## src/rtl/hazard_scoreboard.sv

```systemverilog
// Hazard unit for the 5-stage MIPS pipeline: operand forwarding, load/branch/mult-div stalls,
// a HI/LO latency tracker for the multi-cycle mult/div unit and a saturating stall-cycle counter.
module hazard_scoreboard #(
  parameter int REGW   = 5,
  parameter int MD_LAT = 4,
  parameter int CNTW   = 32
) (
  input  logic            clk,
  input  logic            reset,
  input  logic [REGW-1:0] rsd,
  input  logic [REGW-1:0] rtd,
  input  logic [REGW-1:0] rse,
  input  logic [REGW-1:0] rte,
  input  logic [REGW-1:0] writerege,
  input  logic [REGW-1:0] writeregm,
  input  logic [REGW-1:0] writeregw,
  input  logic            regwritee,
  input  logic            regwritem,
  input  logic            regwritew,
  input  logic            memtorege,
  input  logic            memtoregm,
  input  logic            branchd,
  input  logic            mdstartd,
  input  logic            mdreadd,
  output logic            stallf,
  output logic            stalld,
  output logic            flushe,
  output logic            forwardad,
  output logic            forwardbd,
  output logic [1:0]      forwardae,
  output logic [1:0]      forwardbe,
  output logic            mdbusy,
  output logic [CNTW-1:0] stall_cycles
);

  localparam int CW = (MD_LAT > 1) ? $clog2(MD_LAT) : 1;
  localparam logic [CW-1:0] RELOAD = CW'(MD_LAT - 1);

  typedef enum logic {IDLE, BUSY} md_state_t;

  md_state_t     state;
  logic [CW-1:0] cnt;
  logic          lwstall, brstall, mdstall, hazard, accept;
  logic          e_hits_d, m_hits_d;

  // Forwarding: M stage has priority over W since it holds the younger result.
  always_comb begin
    forwardae = 2'b00;
    forwardbe = 2'b00;
    if (!reset) begin
      if (rse != '0 && rse == writeregm && regwritem)      forwardae = 2'b10;
      else if (rse != '0 && rse == writeregw && regwritew) forwardae = 2'b01;
      if (rte != '0 && rte == writeregm && regwritem)      forwardbe = 2'b10;
      else if (rte != '0 && rte == writeregw && regwritew) forwardbe = 2'b01;
    end
  end

  assign forwardad = !reset && rsd != '0 && rsd == writeregm && regwritem;
  assign forwardbd = !reset && rtd != '0 && rtd == writeregm && regwritem;

  assign lwstall  = memtorege && rte != '0 && (rsd == rte || rtd == rte);
  assign e_hits_d = regwritee && writerege != '0 && (writerege == rsd || writerege == rtd);
  assign m_hits_d = memtoregm && writeregm != '0 && (writeregm == rsd || writeregm == rtd);
  assign brstall  = branchd && (e_hits_d || m_hits_d);
  // Depends only on registered tracker state, so accept below cannot loop back into it.
  assign mdstall  = state == BUSY && cnt != '0 && (mdstartd || mdreadd);
  assign hazard   = lwstall || brstall || mdstall;
  assign accept   = mdstartd && !hazard;

  assign stalld = hazard && !reset;
  assign stallf = stalld;
  assign flushe = hazard || reset;
  assign mdbusy = state == BUSY && !reset;

  always_ff @(posedge clk) begin
    if (reset) begin
      state <= IDLE;
      cnt   <= '0;
    end else begin
      case (state)
        IDLE: begin
          if (accept) begin
            state <= BUSY;
            cnt   <= RELOAD;
          end
        end
        BUSY: begin
          if (cnt != '0) begin
            cnt <= cnt - CW'(1);
          end else if (accept) begin
            cnt <= RELOAD;
          end else begin
            state <= IDLE;
          end
        end
        default: begin
          state <= IDLE;
          cnt   <= '0;
        end
      endcase
    end
  end

  always_ff @(posedge clk) begin
    if (reset) begin
      stall_cycles <= '0;
    end else if (stalld && stall_cycles != '1) begin
      stall_cycles <= stall_cycles + CNTW'(1);
    end
  end

endmodule
```

## config.mk

```make
export PLATFORM = sky130hd
export DESIGN_NAME = hazard_scoreboard
export DESIGN_NICKNAME = d
export VERILOG_FILES = /design/src/rtl/hazard_scoreboard.sv
export SDC_FILE = /design/constraint.sdc
export NUM_CORES = 1
export LEC_CHECK = 0
export CAP_MARGIN = 25
export CORE_UTILIZATION = 50
export CTS_CLUSTER_SIZE = 10
export DETAILED_ROUTE_END_ITERATION = 8
export PLACE_DENSITY = 0.86
export SKIP_CTS_REPAIR_TIMING = 1
export SYNTH_ARGS = -nofsm -noshare
export SYNTH_HDL_FRONTEND = slang
export SYNTH_SLANG_ARGS = --single-unit
```

## constraint.sdc

```tcl
create_clock -name clk -period 5.4 [get_ports clk]
set_input_delay 1.35 -clock clk [delete_from_list [all_inputs] [get_ports clk]]
set_output_delay 1.35 -clock clk [all_outputs]
set_load 0.02 [all_outputs]
```

==> qor.yml <==
dieArea_um2: 5550
pwr-share-seq_pct: 41.0
synth_async_sr_flop_share_pct: 0
cp-end-kind: "output pin"
cts_tree: "built"
synth.ff_latch_count: 35
postSynthCellCount: 328
fmaxAchievable_mhz: 193
min_period_ns: 5.17
critPathRequiredTime_ns: 4.05
peakVddDrop_mv: 0.106
yosysTopAreaCellShare_pct: 26.7
grt_pass1_wl_um: 11300
start_util_pct: 51.8
fp.coreArea_um2: 5070
pwr-share-clk_pct: 36.4
cts_sinks: 35
via_per_inst: 5.88
antenna_cells: 0
track_usage_pct: 26.1
grt.met1_usage_pct: 33.2
numCtsBuffers: 5
grt_antenna_before_repair: 0
cts-root-buf: "clkbuf_8"
syn-num-nets: 374
drt_wl_total_um: 7190
regToRegSetupSlack_ns: 2.51
cp_max_fo: 19
rows: 26
vias: 2779
drc: 0
drv_slew: 0
min_period_over_period_pct: 95.8
fin_util_pct: 70.9
maxCapViolCount: 0
cp.arrival_ns: 3.82
area_growth_pct: 37.0
nNetsFinal: 448
gp_congestion: 0.846
htree_levels: 2
dr.pass1.iters: 5
setup_viol: 0
cp_common_cell: "clkdlybuf4s50_1"
use_met2_pct: 45.1
postPlaceCellArea_um2: 3480
synth_edf_count: 0
worst_pin_slew_ns: 0.608
yosysTopAreaCell: "dfxtp_1"
wl_per_cell_um: 15.2
synth_cell_type_count: 48
crit_chain: "clkdlybuf4s50_1, or4_4, o211ai_2, a21oi_1, nor4_4, buf_4, nor2_1, clkdlybuf4s50_1"
sw_frac_of_total_pct: 27.7
grt-ovfl-total: 0
io_pins: 87
leakagePower_uw: 0.00115
max-slew-margin-rel_pct: 59.2
status: "finished, final reports clean"
crit_type: "in -> out"
p_int_uw: 471
grt_max_degree: 42
critPathLaunchType: "input port"
total_power_uw: 651
synthTopCellsByArea: "dfxtp_1 (27%), xnor2_1 (8.7%), xor2_1 (8.0%), a21oi_1 (4.8%), or4_1 (4.0%)"
synth_warnings: 0
p_switching_uw: 180
gr-max-usage-layer: "met2"
power_frac_comb_pct: 22.6
syn-cell-area_um2: 2630
crit_slowest_cell: "or4_4"
clock_skew_ns: 0.0119
syn_avg_cell_area_um2: 8.01
hold_ws_ns: 0.495
drive_gt1_share_pct: 6.95
grt_setup_unrepaired: "false"
cts_max_path_buffers: 2
gr-usage-met3_pct: 5.15
path_clk_slew_ns: 0.08
io_buffers: 86
first_iter_violations: 210
finalSetupTns_ns: 0
powerDensity_nw_per_um2: 181
hpwl_um: 5430
final_hold_viol_count: 0
synth_ff_type: "dfxtp_1"
die_w_um: 74.5
grt_pass1_vias: 2488
finish.instance_area_um2: 3600
synth_seq_area_share_pct: 26.7
antenna_left: 0
worstSkewPairLatency_ns: 0.29
max_stage_delay_ns: 0.58
hold_class: "reg -> reg"
die_h_um: 74.5
## final timing paths
kind,from,endpoint,depth (start not counted)
setup / recovery,writeregm[2],stalld,8
setup reg to reg,stall_cycles[0],stall_cycles[10],8
hold / removal,stall_cycles[12],stall_cycles[12],2
hold reg to reg,stall_cycles[12],stall_cycles[12],2
## power groups by stage
stage	Clock (uW)	Sequential, uW	Combinational, uW
3_5_place_dp	0	273	146
5_1_grt	251	268	159
4_1_cts	239	267	147
3_3_place_gp	0	272	143
2_1_floorplan	0	273	86.5
6_report	237	267	147
## layout make-up
class	instances	area [um^2]
clock buffers	5	68.8
clock inverters	3	43.8
fillers	429	1480
inverters	7	26.3
multi-input cells	259	1750
flip-flops and latches	35	701
well taps	70	87.6
repair buffers	94	921
## metal layers
metal  routed length [um]  vias up
met4                   95        0
met2                 3540      102
met1                 3140     1303
li1                     -     1364
met5                    0        -
met3                  418       10
## metrics by stage
stage / worst slack (ns) / instances
floorplan: 0.920 / 328
CTS: 0.246 / 473
detailed placement: 0.255 / 465
finish: 0.225 / 473
global placement: 0.295 / 465
global route: 0.108 / 473
## sequential cells by signal (all words and copies together), names as in the netlist
register      count
cnt               2
state             1
stall_cycles     32
## worst max-delay path: cells and delay by family
family	cells	cell delay, ns
compound gates	2	0.24
buf+inv	3	1.37
simple gates	3	0.86
## kinds of logic after synthesis
group / synth area share, %
mux: 0.857
xor+xnor: 16.7
fa+ha+maj: 0.476
buf+inv: 6.72
simple gates: 29.9
compound gates: 18.7
flops: 26.7
## synth_stat cells, types with 4 or more instances
cell / instances
xnor2_1: 26
o31ai_1: 10
inv_1: 7
o31a_1: 7
or3_1: 5
and3_1: 4
clkbuf_1: 11
nand2_1: 21
nor4_1: 11
a21oi_1: 25
dfxtp_1: 35
or4_1: 14
nand3_1: 17
buf_4: 4
nor3_1: 13
xor2_1: 24
o21ai_1: 5
nand4_1: 12
nor2_1: 18
buf_2: 9
o41ai_1: 5
o21a_1: 7
## placed cells by master, fill, tap and decap left out, types with 11 or more instances in the layout
cell type and n:
nor4_1 11, nor2_1 18, nand3_1 17, clkdlybuf4s50_1 86
nand4_1 12, or4_1 14, dfxtp_1 35, nand2_1 21
a21oi_1 25, xor2_1 24, nor3_1 13, xnor2_1 26
(Power assumes the default switching activity.)
